===== config.mk =====
export PLATFORM = sky130hd
export DESIGN_NAME = multicycle_step_sequencer_flat
export DESIGN_NICKNAME = d
export VERILOG_FILES = /design/src/rtl/multicycle_step_sequencer_if.sv /design/src/rtl/multicycle_step_sequencer.sv /design/src/flat_wrapper.sv
export SDC_FILE = /design/constraint.sdc
export NUM_CORES = 1
export LEC_CHECK = 0
export ABC_AREA = 1
export CAP_MARGIN = 20
export CORE_MARGIN = 4
export CORE_UTILIZATION = 53
export DETAILED_ROUTE_END_ITERATION = 6
export PLACE_DENSITY = 0.83
export SYNTH_ARGS = -nofsm -noshare
export SYNTH_HDL_FRONTEND = slang
export SYNTH_SLANG_ARGS = --single-unit

===== constraint.sdc =====
create_clock -name clock -period 2.3 [get_ports clock]
set_input_delay 0.345 -clock clock [delete_from_list [all_inputs] [get_ports clock]]
set_output_delay 0.345 -clock clock [all_outputs]
set_load 0.03 [all_outputs]

===== src/rtl/multicycle_step_sequencer_if.sv =====
// Handshake bundle between the multicycle step sequencer and the IR/decoder side.
// SEQ_INSTR_COUNT_EN adds the retired_count output.
interface multicycle_step_sequencer_if #(
    parameter int OPCODE_W  = 5,
    parameter int STEP_W    = 4,
    parameter int MAX_STEPS = 8
);
    logic                 stop;
    logic                 resume;
    logic [OPCODE_W-1:0]  ir_opcode;
    logic                 stall;
    logic                 early_done;
    logic                 run;
    logic                 clear;
    logic [MAX_STEPS-1:0] step;
    logic [STEP_W-1:0]    step_idx;
    logic [OPCODE_W-1:0]  opcode;
    logic                 fetch;
    logic                 instr_done;
    logic                 illegal;
    logic                 halted;
`ifdef SEQ_INSTR_COUNT_EN
    logic [31:0]          retired_count;
`endif

    // Control unit / testbench side: drives the requests, observes the timing.
    modport master (
        output stop, resume, ir_opcode, stall, early_done,
`ifdef SEQ_INSTR_COUNT_EN
        input  retired_count,
`endif
        input  run, clear, step, step_idx, opcode, fetch, instr_done, illegal, halted
    );

    // Sequencer side.
    modport slave (
        input  stop, resume, ir_opcode, stall, early_done,
`ifdef SEQ_INSTR_COUNT_EN
        output retired_count,
`endif
        output run, clear, step, step_idx, opcode, fetch, instr_done, illegal, halted
    );
endinterface


===== src/rtl/multicycle_step_sequencer.sv =====
// T-step timing generator for a multicycle datapath: common fetch steps, then table-driven execute steps.
// Optional macro SEQ_INSTR_COUNT_EN adds a 32-bit retired-instruction counter.
module multicycle_step_sequencer #(
    parameter int OPCODE_W     = 5,
    parameter int STEP_W       = 4,
    parameter int MAX_STEPS    = 8,
    parameter int FETCH_STEPS  = 3,
    parameter int CLEAR_CYCLES = 2,
    parameter int HALT_OP      = 27,
    // Entry i (bits [i*STEP_W +: STEP_W]) is the total step count of opcode i, listed here from opcode 31 down to 0.
    parameter logic [(2**OPCODE_W)*STEP_W-1:0] LEN_TABLE = {
        4'd0, 4'd0, 4'd0, 4'd0,             // 31..28 unassigned
        4'd4, 4'd4, 4'd4, 4'd4, 4'd4,       // HALT NOP MFLO MFHI OUT
        4'd5, 4'd5, 4'd4, 4'd7,             // IN JAL JR BR
        4'd5, 4'd5, 4'd7, 4'd7,             // NOT NEG DIV MUL
        4'd6, 4'd6, 4'd6,                   // ORI ANDI ADDI
        4'd6, 4'd6, 4'd6, 4'd6, 4'd6,       // OR..ADD
        4'd6, 4'd6, 4'd6, 4'd6,
        4'd7, 4'd6, 4'd8                    // ST LDI LD
    }
) (
    input  logic                      clock,
    input  logic                      reset,
    multicycle_step_sequencer_if.slave bus
);
    localparam int LEN_W = STEP_W + 1;
    localparam int CLR_W = (CLEAR_CYCLES > 1) ? $clog2(CLEAR_CYCLES) : 1;

    localparam logic [STEP_W-1:0]   FETCH_LAST = STEP_W'(FETCH_STEPS - 1);
    localparam logic [STEP_W-1:0]   FETCH_END  = STEP_W'(FETCH_STEPS);
    localparam logic [LEN_W-1:0]    MAX_LEN    = LEN_W'(MAX_STEPS);
    localparam logic [LEN_W-1:0]    MIN_LEN    = LEN_W'(FETCH_STEPS + 1);
    localparam logic [OPCODE_W-1:0] HALT_CODE  = OPCODE_W'(HALT_OP);
    localparam logic [CLR_W-1:0]    CLR_LAST   = CLR_W'(CLEAR_CYCLES - 1);

    typedef enum logic [1:0] {ST_CLEAR, ST_EXEC, ST_HALTED} state_t;

    state_t              state;
    logic [CLR_W-1:0]    clr_cnt;
    logic [STEP_W-1:0]   step_idx;
    logic [OPCODE_W-1:0] opcode;
    logic [LEN_W-1:0]    len;
    logic                stop_pending;
    logic                run;
    logic                clear;
    logic                halted;
    logic                illegal;

    logic [STEP_W-1:0]    raw_len;
    logic [LEN_W-1:0]     fetched_len;
    logic                 fetch_last;
    logic                 exec_last;
    logic                 halt_req;
    logic                 fetch;
    logic [MAX_STEPS-1:0] step;

    always_comb begin
        // NOTE: every signal written here gets a default first, so no path can leave it unassigned and infer a latch.
        raw_len     = LEN_TABLE[int'(bus.ir_opcode) * STEP_W +: STEP_W];
        fetched_len = {1'b0, raw_len};
        if (fetched_len > MAX_LEN) begin
            fetched_len = MAX_LEN;
        end
        fetch_last = run && !bus.stall && (step_idx == FETCH_LAST);
        // early_done only terminates execute steps; during fetch it has no effect.
        exec_last  = run && !bus.stall && (step_idx >= FETCH_END) &&
                     (({1'b0, step_idx} == len - LEN_W'(1)) || bus.early_done);
        halt_req   = bus.stop || stop_pending;
        fetch      = run && (step_idx < FETCH_END);
        step       = '0;
        if (run) begin
            step = MAX_STEPS'(1) << step_idx;
        end
    end

    always_ff @(posedge clock) begin
        // NOTE: sequential state uses non-blocking assignments so every register sees the pre-edge values of the others.
        if (reset) begin
            state        <= ST_CLEAR;
            clr_cnt      <= '0;
            step_idx     <= '0;
            opcode       <= '0;
            len          <= '0;
            stop_pending <= 1'b0;
            clear        <= 1'b1;
            run          <= 1'b0;
            halted       <= 1'b0;
            illegal      <= 1'b0;
        end else begin
            illegal <= 1'b0;
            case (state)
                ST_CLEAR: begin
                    if (clr_cnt == CLR_LAST) begin
                        state    <= ST_EXEC;
                        clear    <= 1'b0;
                        run      <= 1'b1;
                        step_idx <= '0;
                    end else begin
                        clr_cnt <= clr_cnt + CLR_W'(1);
                    end
                end
                ST_EXEC: begin
                    if (bus.stop) begin
                        stop_pending <= 1'b1;
                    end
                    if (!bus.stall) begin
                        if (fetch_last) begin
                            opcode   <= bus.ir_opcode;
                            len      <= fetched_len;
                            step_idx <= step_idx + STEP_W'(1);
                            // Too short to hold an execute step: flag it and restart fetch.
                            if (fetched_len < MIN_LEN) begin
                                illegal  <= 1'b1;
                                step_idx <= '0;
                                if (halt_req) begin
                                    state        <= ST_HALTED;
                                    run          <= 1'b0;
                                    halted       <= 1'b1;
                                    stop_pending <= 1'b0;
                                end
                            end
                        end else if (exec_last) begin
                            step_idx <= '0;
                            if (opcode == HALT_CODE || halt_req) begin
                                state        <= ST_HALTED;
                                run          <= 1'b0;
                                halted       <= 1'b1;
                                stop_pending <= 1'b0;
                            end
                        end else begin
                            step_idx <= step_idx + STEP_W'(1);
                        end
                    end
                end
                ST_HALTED: begin
                    if (bus.resume) begin
                        state    <= ST_EXEC;
                        run      <= 1'b1;
                        halted   <= 1'b0;
                        step_idx <= '0;
                    end
                end
                default: state <= ST_CLEAR;
            endcase
        end
    end

`ifdef SEQ_INSTR_COUNT_EN
    logic [31:0] retired_count;

    // Illegal opcodes never raise instr_done, so they are excluded automatically.
    always_ff @(posedge clock) begin
        if (reset) begin
            retired_count <= '0;
        end else if (exec_last) begin
            retired_count <= retired_count + 32'd1;
        end
    end

    assign bus.retired_count = retired_count;
`endif

    assign bus.run        = run;
    assign bus.clear      = clear;
    assign bus.step       = step;
    assign bus.step_idx   = step_idx;
    assign bus.opcode     = opcode;
    assign bus.fetch      = fetch;
    assign bus.instr_done = exec_last;
    assign bus.illegal    = illegal;
    assign bus.halted     = halted;
endmodule


===== src/flat_wrapper.sv =====
// flat-port wrapper written by rule: the top's interface ports become plain ports
module multicycle_step_sequencer_flat 
#(
    parameter int OPCODE_W     = 5,
    parameter int STEP_W       = 4,
    parameter int MAX_STEPS    = 8,
    parameter int FETCH_STEPS  = 3,
    parameter int CLEAR_CYCLES = 2,
    parameter int HALT_OP      = 27,
                                                                                                                     
    parameter logic [(2**OPCODE_W)*STEP_W-1:0] LEN_TABLE = {
        4'd0, 4'd0, 4'd0, 4'd0,                                 
        4'd4, 4'd4, 4'd4, 4'd4, 4'd4,                                
        4'd5, 4'd5, 4'd4, 4'd7,                            
        4'd5, 4'd5, 4'd7, 4'd7,                               
        4'd6, 4'd6, 4'd6,                                   
        4'd6, 4'd6, 4'd6, 4'd6, 4'd6,                 
        4'd6, 4'd6, 4'd6, 4'd6,
        4'd7, 4'd6, 4'd8                                
    }
)
  (clock, reset, bus_stop, bus_resume, bus_ir_opcode, bus_stall, bus_early_done, bus_run, bus_clear, bus_step, bus_step_idx, bus_opcode, bus_fetch, bus_instr_done, bus_illegal, bus_halted);
  multicycle_step_sequencer_if #(.OPCODE_W(OPCODE_W), .STEP_W(STEP_W), .MAX_STEPS(MAX_STEPS)) bus_i ();
  input  logic clock;
  input  logic reset;
  input wire logic [$bits(bus_i.stop)-1:0] bus_stop;
  input wire logic [$bits(bus_i.resume)-1:0] bus_resume;
  input wire logic [$bits(bus_i.ir_opcode)-1:0] bus_ir_opcode;
  input wire logic [$bits(bus_i.stall)-1:0] bus_stall;
  input wire logic [$bits(bus_i.early_done)-1:0] bus_early_done;
  output wire logic [$bits(bus_i.run)-1:0] bus_run;
  output wire logic [$bits(bus_i.clear)-1:0] bus_clear;
  output wire logic [$bits(bus_i.step)-1:0] bus_step;
  output wire logic [$bits(bus_i.step_idx)-1:0] bus_step_idx;
  output wire logic [$bits(bus_i.opcode)-1:0] bus_opcode;
  output wire logic [$bits(bus_i.fetch)-1:0] bus_fetch;
  output wire logic [$bits(bus_i.instr_done)-1:0] bus_instr_done;
  output wire logic [$bits(bus_i.illegal)-1:0] bus_illegal;
  output wire logic [$bits(bus_i.halted)-1:0] bus_halted;
  assign bus_i.stop = bus_stop;
  assign bus_i.resume = bus_resume;
  assign bus_i.ir_opcode = bus_ir_opcode;
  assign bus_i.stall = bus_stall;
  assign bus_i.early_done = bus_early_done;
  assign bus_run = bus_i.run;
  assign bus_clear = bus_i.clear;
  assign bus_step = bus_i.step;
  assign bus_step_idx = bus_i.step_idx;
  assign bus_opcode = bus_i.opcode;
  assign bus_fetch = bus_i.fetch;
  assign bus_instr_done = bus_i.instr_done;
  assign bus_illegal = bus_i.illegal;
  assign bus_halted = bus_i.halted;
  multicycle_step_sequencer #(.OPCODE_W(OPCODE_W), .STEP_W(STEP_W), .MAX_STEPS(MAX_STEPS), .FETCH_STEPS(FETCH_STEPS), .CLEAR_CYCLES(CLEAR_CYCLES), .HALT_OP(HALT_OP), .LEN_TABLE(LEN_TABLE)) u_core (.clock(clock), .reset(reset), .bus(bus_i));
endmodule

==> flow_summary.ini <==
[outcome]
status = finished clean

[logic_synthesis]
ys_seq_area_share_pct = 29.9
ys_warn_count = 0
avgSynthCellArea_sq_um = 6.83
synthTopCellsByArea = dfxtp_1, ha_1, nand2_1, inv_1, nor2_1
synth_top_area_share_pct = 29.9
async_reset_ff_share_pct = 0
synthesis.area_sq_um = 1410
yosysTopAreaCell = dfxtp_1
ys_types = 29
synth_seq_cells = 21
synth_ff_type = dfxtp_1
synth_edf_count = 0
syn-num-nets = 233
syn_inst = 206

[global_routing]
overflow = 0
grt_pass1_wl_mm = 4.92
grt_start_max_net_pins = 14
grt_pass1_vias = 1214
grt_use_total_pct = 17.6
antenna_found_initial = 0

[clock_network]
numCtsBuffers = 3
clockBufferDepth = 2
clk_pin_slew_ps = 120
cts_sinks = 21
root_buffer = clkbuf_4
clock_latency_ps = 310
cts_tree = yes
htreeDepth = 1

[timing]
finalSetupViolCount = 0
maxSlewHeadroom_pct = 73.8
drv_slew = 0
worst_slew_pin_slew_ps = 391
fin_crit_ps = 2150
rsz0062_at_grt = false
fin_worst_skew_ps = 5.94
hold_viol = 0
max_freq_mhz = 464
finalCritPeriodShare_pct = 93.6
timing.setup.tns_ps = 0

[route]
drt_iter0_markers = 65
ant_nets = 0
post_drt_via_cell_ratio = 5.03
vias = 1357
drt_pass1_iterations = 4
post_drt_wl_per_cell_microns = 10.9
routed_wirelength_mm = 2.95
drcViolationCount = 0

[place]
portBuffers = 33
post_dp_cell_area_sq_um = 1760
place.detailed.hpwl_mm = 2.38
place_congestion = 0.822
dp.cells = 266

[power_and_ir_drop]
p_per_area_nw_per_um2 = 971
leakagePower_nw = 0.823
vdd.ir_drop.worst_mv = 0.923

[layout]
final_cell_mix = nand2_1, inv_1, clkdlybuf4s50_1
synthToLayoutAreaGrowth_pct = 27.6
design_area_sq_um = 1790
fillers = 224
fin_cells = 270
fin_nets = 268
drive_gt1_share_pct = 6.67
final_common_cell = nand2_1
n_antenna_cell = 0

[floorplanning]
die_h_microns = 59.5
die-area_sq_um = 3540
io_pins = 34
coreArea_sq_um = 2500
start_util_pct = 56.3
die_width_microns = 59.5
row_count = 18

[setup_path]
worstRegToRegCells = 7
required_ps = 1960
cp-end-kind = primary output
start_kind = register
critPathKind = register to primary output
arrival_ps = 1810
worstPathMaxFanout = 7

[flow_run]
cap_violations = 0

[hold_path]
hold_class = register to register
hold_depth = 2
[per-stage QoR]
| step | utilization, % | setup WS [ps] | power, mW | hold WS (ps) |
|---|---|---|---|---|
| 6_report | 71.8 | 147 | 1.74 | 476 |
| 5_1_grt | 71.8 | 11.0 | 1.91 | 495 |
| 4_1_cts | 71.5 | 79.0 | 1.76 | 477 |
| 3_5_place_dp | 70.4 | 284 | 1.57 | 456 |
| 3_3_place_gp | 70.4 | 348 | 1.56 | 456 |
| 2_1_floorplan | - | 488 | 1.27 | 441 |
[routing by layer]
| layer | track usage [%] | wire length (microns) | up-vias |
|---|---|---|---|
| li1 | - | - | 727 |
| met1 | 23.7 | 1430 | 600 |
| met2 | 28.1 | 1370 | 26 |
| met3 | 2.61 | 120 | 4 |
| met4 | 7.28 | 32 | 0 |
| met5 | 0 | 0 | - |
[report_power, final]
part           switching [mW]  internal [mW]  total (mW)
clock network           0.115         0.0663       0.181
registers              0.0970          0.447       0.544
logic                   0.633          0.385        1.02
total                   0.845          0.898        1.74
[flip-flops by register name (all words and copies together) (netlist names)]
| signal | cells |
|---|---|
| u_core.bus.clear | 1 |
| u_core.bus.halted | 1 |
| u_core.bus.illegal | 1 |
| u_core.bus.opcode | 5 |
| u_core.bus.run | 1 |
| u_core.bus.step_idx | 4 |
| u_core.clr_cnt | 1 |
| u_core.len | 4 |
| u_core.state | 2 |
| u_core.stop_pending | 1 |
[synthesized netlist by cell type (all sizes together) (2+ instances only)]
library cell / n
a211oi: 2
a21oi: 17
a31oi: 2
buf: 3
dfxtp: 21
ha: 16
inv: 32
nand2: 44
nand3: 19
nand4: 2
nor2: 25
nor3: 4
o21ai: 11
[what timing repair did]
item | 4_1_cts | 5_1_grt
hold endpoints to repair | 0 | 0
buffers inserted | 0 | 0
endpoints found under the setup margin | 2 | 3
hold buffers | 0 | 0
resized for setup | 2 | 3
[worst max-delay path, cell delays in order, from the launching register on]
cell             delay, ps
dfxtp_2                370
inv_1                  130
ha_1                   160
inv_1                   60
nor2_1                 110
clkdlybuf4s50_1        670
[cell families after synthesis]
family                   share of synthesized area (%)
AO/OA/AOI/OAI                                     14.1
adder cells (fa/ha/maj)                           14.2
XOR/XNOR                                          1.25
AND/OR/NAND/NOR                                   30.7
buffers and inverters                             9.88
flip-flops                                        29.9
[area by class of cell]
type / instances / area (sq um) / area share (%)
multi-input combinational: 149 / 847 / 47.2
sequential: 21 / 422 / 23.5
timing repair buffer: 34 / 338 / 18.8
inverter: 32 / 120 / 6.69
tap: 30 / 37.5 / 2.09
clock buffer: 3 / 22.5 / 1.26
clock inverter: 1 / 7.51 / 0.418
[final timing paths]
kind	from	endpoint	slack (ps)
worst min register to register	u_core.len[1]$_SDFFE_PP0P_	u_core.len[1]$_SDFFE_PP0P_	480
worst max-delay path	u_core.bus.step_idx[0]$_SDFFE_PP0P_	bus_step[6]	150
worst max register to register	u_core.state[1]$_SDFFE_PP0P_	u_core.bus.step_idx[0]$_SDFFE_PP0P_	590
worst min-delay path	u_core.len[1]$_SDFFE_PP0P_	u_core.len[1]$_SDFFE_PP0P_	480
Note: power is estimated with default switching activity, not from simulation.
